[src/rtl/cpu_io_sequencer.sv]
// Gates CPU startIO after a programmable delay and buffers strobed out words in a 16-deep FWFT FIFO.
// Push lands on dataOut one edge after outFlag; a full FIFO drops the word unless a pop frees a slot that cycle.
module cpu_io_sequencer #(
  parameter int WIDTH      = 24,
  parameter int DEPTH      = 16,
  parameter int PTRWIDTH   = 4,
  parameter int COUNTWIDTH = 24
) (
  input  logic                  clock,
  input  logic                  reset,
  input  logic                  go,
  input  logic                  abort,
  input  logic [COUNTWIDTH-1:0] startDelay,
  input  logic [COUNTWIDTH-1:0] totalOutputs,
  input  logic                  outFlag,
  input  logic [WIDTH-1:0]      out,
  output logic                  startIO,
  output logic [WIDTH-1:0]      dataOut,
  output logic                  dataValid,
  input  logic                  dataReady,
  output logic [COUNTWIDTH-1:0] outCount,
  output logic                  overflow,
  output logic                  busy,
  output logic                  done
);

  typedef enum logic [2:0] {
    S_IDLE  = 3'd0,
    S_WAIT  = 3'd1,
    S_RUN   = 3'd2,
    S_DRAIN = 3'd3,
    S_DONE  = 3'd4
  } state_e;

  localparam logic [PTRWIDTH:0] FULL_CNT = (PTRWIDTH + 1)'(DEPTH);

  state_e                  state_q, state_d;
  logic [COUNTWIDTH-1:0]   dly_q, dly_d;
  logic [COUNTWIDTH-1:0]   total_q, total_d;
  logic [COUNTWIDTH-1:0]   out_count_q, out_count_d;
  logic                    overflow_q, overflow_d;
  logic [PTRWIDTH-1:0]     wr_ptr_q, wr_ptr_d;
  logic [PTRWIDTH-1:0]     rd_ptr_q, rd_ptr_d;
  logic [PTRWIDTH:0]       fill_q, fill_d;
  logic [WIDTH-1:0]        mem_q [DEPTH];

  logic pop_vld;
  logic push_vld;
  logic drop_vld;
  logic run_start;
  logic last_word;

  // Abort wins over every FIFO and counter update, including a pop in the same cycle.
  always_comb begin
    pop_vld   = (fill_q != '0) && dataReady && !abort;
    push_vld  = (state_q == S_RUN) && outFlag && !abort && ((fill_q != FULL_CNT) || pop_vld);
    drop_vld  = (state_q == S_RUN) && outFlag && !abort && !push_vld;
    run_start = (state_q == S_IDLE) && go && !abort;
    last_word = push_vld && (total_q != '0) &&
                ((out_count_q + COUNTWIDTH'(1)) == total_q);
  end

  always_ff @(posedge clock or negedge reset) begin
    if (!reset) begin
      state_q <= S_IDLE;
    end else begin
      state_q <= state_d;
    end
  end

  always_comb begin
    state_d = state_q;
    if (abort) begin
      state_d = S_IDLE;
    end else begin
      case (state_q)
        S_IDLE:  if (go)             state_d = S_WAIT;
        S_WAIT:  if (dly_q == '0)    state_d = S_RUN;
        S_RUN:   if (last_word)      state_d = S_DRAIN;
        S_DRAIN: if (fill_q == '0)   state_d = S_DONE;
        S_DONE:  if (!go)            state_d = S_IDLE;
        default:                     state_d = S_IDLE;
      endcase
    end
  end

  always_comb begin
    startIO = (state_q == S_RUN);
    busy    = (state_q == S_WAIT) || (state_q == S_RUN) || (state_q == S_DRAIN);
    done    = (state_q == S_DONE);
  end

  // Run bookkeeping: the delay and word limit are captured once, when the run is launched.
  always_comb begin
    dly_d       = dly_q;
    total_d     = total_q;
    out_count_d = out_count_q;
    overflow_d  = overflow_q;
    if (run_start) begin
      dly_d       = startDelay;
      total_d     = totalOutputs;
      out_count_d = '0;
      overflow_d  = 1'b0;
    end else begin
      if ((state_q == S_WAIT) && !abort && (dly_q != '0)) begin
        dly_d = dly_q - COUNTWIDTH'(1);
      end
      if (push_vld) begin
        out_count_d = out_count_q + COUNTWIDTH'(1);
      end
      if (drop_vld) begin
        overflow_d = 1'b1;
      end
    end
  end

  always_comb begin
    wr_ptr_d = wr_ptr_q;
    rd_ptr_d = rd_ptr_q;
    fill_d   = fill_q;
    if (abort) begin
      wr_ptr_d = '0;
      rd_ptr_d = '0;
      fill_d   = '0;
    end else begin
      if (push_vld) begin
        wr_ptr_d = wr_ptr_q + PTRWIDTH'(1);
      end
      if (pop_vld) begin
        rd_ptr_d = rd_ptr_q + PTRWIDTH'(1);
      end
      case ({push_vld, pop_vld})
        2'b10:   fill_d = fill_q + (PTRWIDTH + 1)'(1);
        2'b01:   fill_d = fill_q - (PTRWIDTH + 1)'(1);
        default: fill_d = fill_q;
      endcase
    end
  end

  always_ff @(posedge clock or negedge reset) begin
    if (!reset) begin
      dly_q       <= '0;
      total_q     <= '0;
      out_count_q <= '0;
      overflow_q  <= 1'b0;
      wr_ptr_q    <= '0;
      rd_ptr_q    <= '0;
      fill_q      <= '0;
    end else begin
      dly_q       <= dly_d;
      total_q     <= total_d;
      out_count_q <= out_count_d;
      overflow_q  <= overflow_d;
      wr_ptr_q    <= wr_ptr_d;
      rd_ptr_q    <= rd_ptr_d;
      fill_q      <= fill_d;
    end
  end

  // Storage needs no reset: dataOut is masked to zero whenever the FIFO is empty.
  always_ff @(posedge clock) begin
    if (push_vld) begin
      mem_q[wr_ptr_q] <= out;
    end
  end

  always_comb begin
    dataValid = (fill_q != '0);
    dataOut   = dataValid ? mem_q[rd_ptr_q] : '0;
    outCount  = out_count_q;
    overflow  = overflow_q;
  end

endmodule

[config.mk]
export PLATFORM = sky130hd
export DESIGN_NAME = cpu_io_sequencer
export DESIGN_NICKNAME = d
export VERILOG_FILES = /design/src/rtl/cpu_io_sequencer.sv
export SDC_FILE = /design/constraint.sdc
export NUM_CORES = 1
export LEC_CHECK = 0
export CAP_MARGIN = 5
export CORE_MARGIN = 1
export CORE_UTILIZATION = 61
export DETAILED_ROUTE_END_ITERATION = 10
export PLACE_DENSITY_LB_ADDON = 0.3
export SLEW_MARGIN = 20
export SYNTH_ARGS = -nofsm -noshare
export SYNTH_HDL_FRONTEND = slang
export SYNTH_SLANG_ARGS = --single-unit
[constraint.sdc]
create_clock -name clock -period 4.6 [get_ports clock]
set_input_delay 0.92 -clock clock [delete_from_list [all_inputs] [get_ports clock]]
set_output_delay 0.92 -clock clock [all_outputs]
set_load 0.05 [all_outputs]
==> results.toml <==
[clock_network]
cts_made_buffers = 47
cts_setup_buffers = 0
clockRootBuffer = "clkbuf_16"
tritoncts = "built"
cts_sinks = 473
clkTransAtPathRegs_ps = 60
cts_htree_levels = 2
cts_buffer_depth = 3
cts_hold_buf = 0
cts-resized-gates = 0
clkLatencyLatePin_ps = 570

[placed_design]
numPortBuffers = 130
hpwl_um = 24700
gp_congestion = 0.885
pre_cts_slack_ps = 706
place_area_um2 = 22000

[hold_path]
hold_class = "input pin to asynchronous set/reset pin"

[grt]
grt_max_degree = 76
grt_pass1_wl_um = 68900
grtUsageTotal_pct = 28.1
grt_overflow = 0
grt_pass1_vias = 11600
antenna_found_initial = 1

[synthesis]
syn_area_um2 = 20100
ys_async_sr_fraction_pct = 18.8
synth_cell_type_count = 60
syn_nets = 1267
avgSynthCellArea_um2 = 17.0
seq_area_frac_synth_pct = 68.6
synth-edff-count = 384
synthCells = 1178
ys_ff_latch = 473
ys.flop_type = "edfxtp_1"
synth_warnings = 0

[critical_path]
r2r_slack_ps = 1590
r2r-start = "outCount[0]$_DFFE_PN0P_"
crit_chain = "buf_12 > mux4_2 > mux4_2 > and2_1 > clkdlybuf4s50_1"
startpoint_type = "flop"
crit_family = "multiplexers"
path_buf_inv = 2
slowest_stage = "dfrtp_4"
cp.required_ps = 3680
critPathKind = "flop to primary output"
crit_path_end_kind = "primary output"
cp.arrival_ps = 3520
rr_worst_depth = 9
crit_fanout = 34
r2r-end = "state_q[0]$_DFFE_PN0P_"
max_stage_delay_ps = 690
crit_top_cell = "mux4_2"

[timing]
slew_headroom_pct = 46.8
period_minus_slack_ps = 4440
drv_slew = 0
skew_ps = 29.1
finalSetupTns_ps = 0
max_freq_mhz = 225
finalCritPeriodShare_pct = 96.6
hold_viol_final = 0
rsz0062_at_grt = "false"
tightest_slew_ps = 798
finalSetupViolCount = 0
setup_ws_ps = 156

[detailed_routing]
drtPass1Iterations = 6
wl_um = 45500
wire_per_inst_um = 25.2
ant_nets = 0
drcViolationCount = 0
drtIter0Drc = 1125
vias = 11500
viasPerCell = 6.38

[job]
drv_cap = 0

[floorplanning]
core_area_um2 = 32500
ios = 131
initial_utilization_pct = 61.8
die_area_um2 = 33600
die_x_um = 183
die_h_um = 183
rows = 66

[final_layout]
final_cell_area_um2 = 23500
area_growth_pct = 17.3
fin_nets = 1417
layout-drive-gt1-share_pct = 19.6
fin_util_pct = 72.5

[power]
ir_drop_mv = 0.356
leakage_nw = 7.76
power_density_nw_per_um2 = 504

[run_status]
outcome = "completed"
[kinds of logic after synthesis]
group / after synthesis / share of synthesized area, %
DFF: 473 / 68.6
and+or+nand+nor: 279 / 7.72
muxes: 145 / 14.9
AOI/OAI and AO/OA: 126 / 3.74
buffers and inverters: 83 / 1.71
xor gates and xnor gates: 60 / 2.62
adders and majority gates: 12 / 0.773
[power by group]
group          switching [mW]  internal [mW]  leakage (nW)  total, mW
combinational            1.45           1.31          2.46       2.77
sequential              0.371           4.89          4.55       5.27
clock                    1.58           2.25         0.745       3.83
total                    3.40           8.46          7.76       11.9
[state kept, by name, summed over array words and instances, names as in the netlist]
register and cells:
outCount 24, rd_ptr_q 4, state_q 3, wr_ptr_q 4
fill_q 5, overflow 1, mem_q 384, total_q 24
dly_q 24
[cell type report]
type                       instances  area (um2)
clock inverter                    22         289
timing repair buffer             167        1650
sequential                       473       13800
inverter                          17        63.8
fill                            1975        8910
clock buffer                      60        1250
multi-input combinational        622        5970
tap                              442         553
antenna                            1        2.50
[through the flow]
| step | hold slack [ps] | instances | power [mW] |
|---|---|---|---|
| 2_1_floorplan | 512 | 1178 | 7.25 |
| 3_3_place_gp | 480 | 1720 | 8.01 |
| 3_5_place_dp | 484 | 1720 | 8.08 |
| 4_1_cts | 451 | 1802 | 11.9 |
| 5_1_grt | 493 | 1804 | 12.3 |
| 6_report | 423 | 1804 | 11.9 |
[synthesized netlist by cell type (2+ instances only)]
master	instances	share of area (%)
o21ai_0	37	0.92
a31oi_1	4	0.12
nor3_1	15	0.37
a32oi_1	2	0.087
buf_6	2	0.11
or3_1	5	0.16
a21oi_1	45	1.1
ha_1	10	0.62
o41ai_1	3	0.13
and3_1	9	0.28
and2_1	43	1.3
nor4_2	5	0.31
mux4_2	120	13
o31ai_1	8	0.30
o22ai_1	5	0.16
mux2_2	24	1.3
nor4_1	13	0.41
nor3_2	3	0.15
nor3b_1	2	0.075
buf_2	14	0.35
nor2b_1	4	0.12
nand4_1	14	0.44
xnor2_1	36	1.6
inv_1	17	0.32
o21a_1	3	0.11
o211ai_1	3	0.11
nor4_4	2	0.21
nand3b_1	2	0.075
dfrtp_1	89	11
nand2_1	48	0.90
buf_1	7	0.13
nand3_1	29	0.72
a21o_1	3	0.11
o21ai_1	5	0.12
and4_1	4	0.17
or4_4	3	0.17
xor2_1	24	1.0
clkbuf_1	43	0.80
edfxtp_1	384	57
nand2b_1	4	0.12
nor2_1	66	1.2
[worst max-delay path by stage]
stage | startpoint | endpoint | cells after the start
final | rd_ptr_q[0]$_DFFE_PN0P_ | dataOut[4] | 5
after global routing | rd_ptr_q[0]$_DFFE_PN0P_ | dataOut[17] | 5
after CTS | rd_ptr_q[0]$_DFFE_PN0P_ | dataOut[4] | 5
after global placement | rd_ptr_q[0]$_DFFE_PN0P_ | dataOut[3] | 5
after floorplan | rd_ptr_q[0]$_DFFE_PN0P_ | dataOut[10] | 6
after detailed placement | rd_ptr_q[0]$_DFFE_PN0P_ | dataOut[3] | 5
[cells in the final DEF (no fill, tap or decap), drive strengths merged, types with 2 or more instances in the layout]
| cell | n |
|---|---|
| nand2 | 49 |
| o41ai | 3 |
| and2 | 43 |
| or3 | 5 |
| and4 | 4 |
| nor2b | 4 |
| clkdlybuf4s50 | 129 |
| o21a | 3 |
| xnor2 | 36 |
| a21oi | 45 |
| inv | 18 |
| or4 | 4 |
| nor3 | 18 |
| a31oi | 4 |
| nand3 | 29 |
| o21ai | 42 |
| a21o | 3 |
| dfrtp | 89 |
| bufinv | 6 |
| nor4 | 20 |
| o31ai | 8 |
| mux2 | 24 |
| clkbuf | 60 |
| clkinv | 15 |
| a32oi | 2 |
| buf | 38 |
| o22ai | 5 |
| ha | 10 |
| nor2 | 66 |
| nand2b | 4 |
| edfxtp | 384 |
| xor2 | 24 |
| nand4 | 16 |
| o211ai | 3 |
| mux4 | 120 |
| and3 | 9 |
| nor3b | 2 |
| nand3b | 3 |
[metal layers]
| layer | wire length (um) | global-route usage [%] | vias to the layer above |
|---|---|---|---|
| met5 | 0 | 0 | - |
| met4 | 1340 | 10.1 | 0 |
| met3 | 3490 | 4.96 | 112 |
| met2 | 23500 | 47.0 | 562 |
| met1 | 17200 | 37.3 | 5909 |
| li1 | - | - | 4931 |
[worst reg2reg max path, delay by kind of cell, from the launching register on]
kind | cells | cell delay (ps)
AND/OR/NAND/NOR | 7 | 1880
XOR/XNOR | 1 | 240
flip-flops | 1 | 510
adder cells (fa/ha/maj) | 1 | 310
Note: power is estimated with default switching activity, not from simulation.
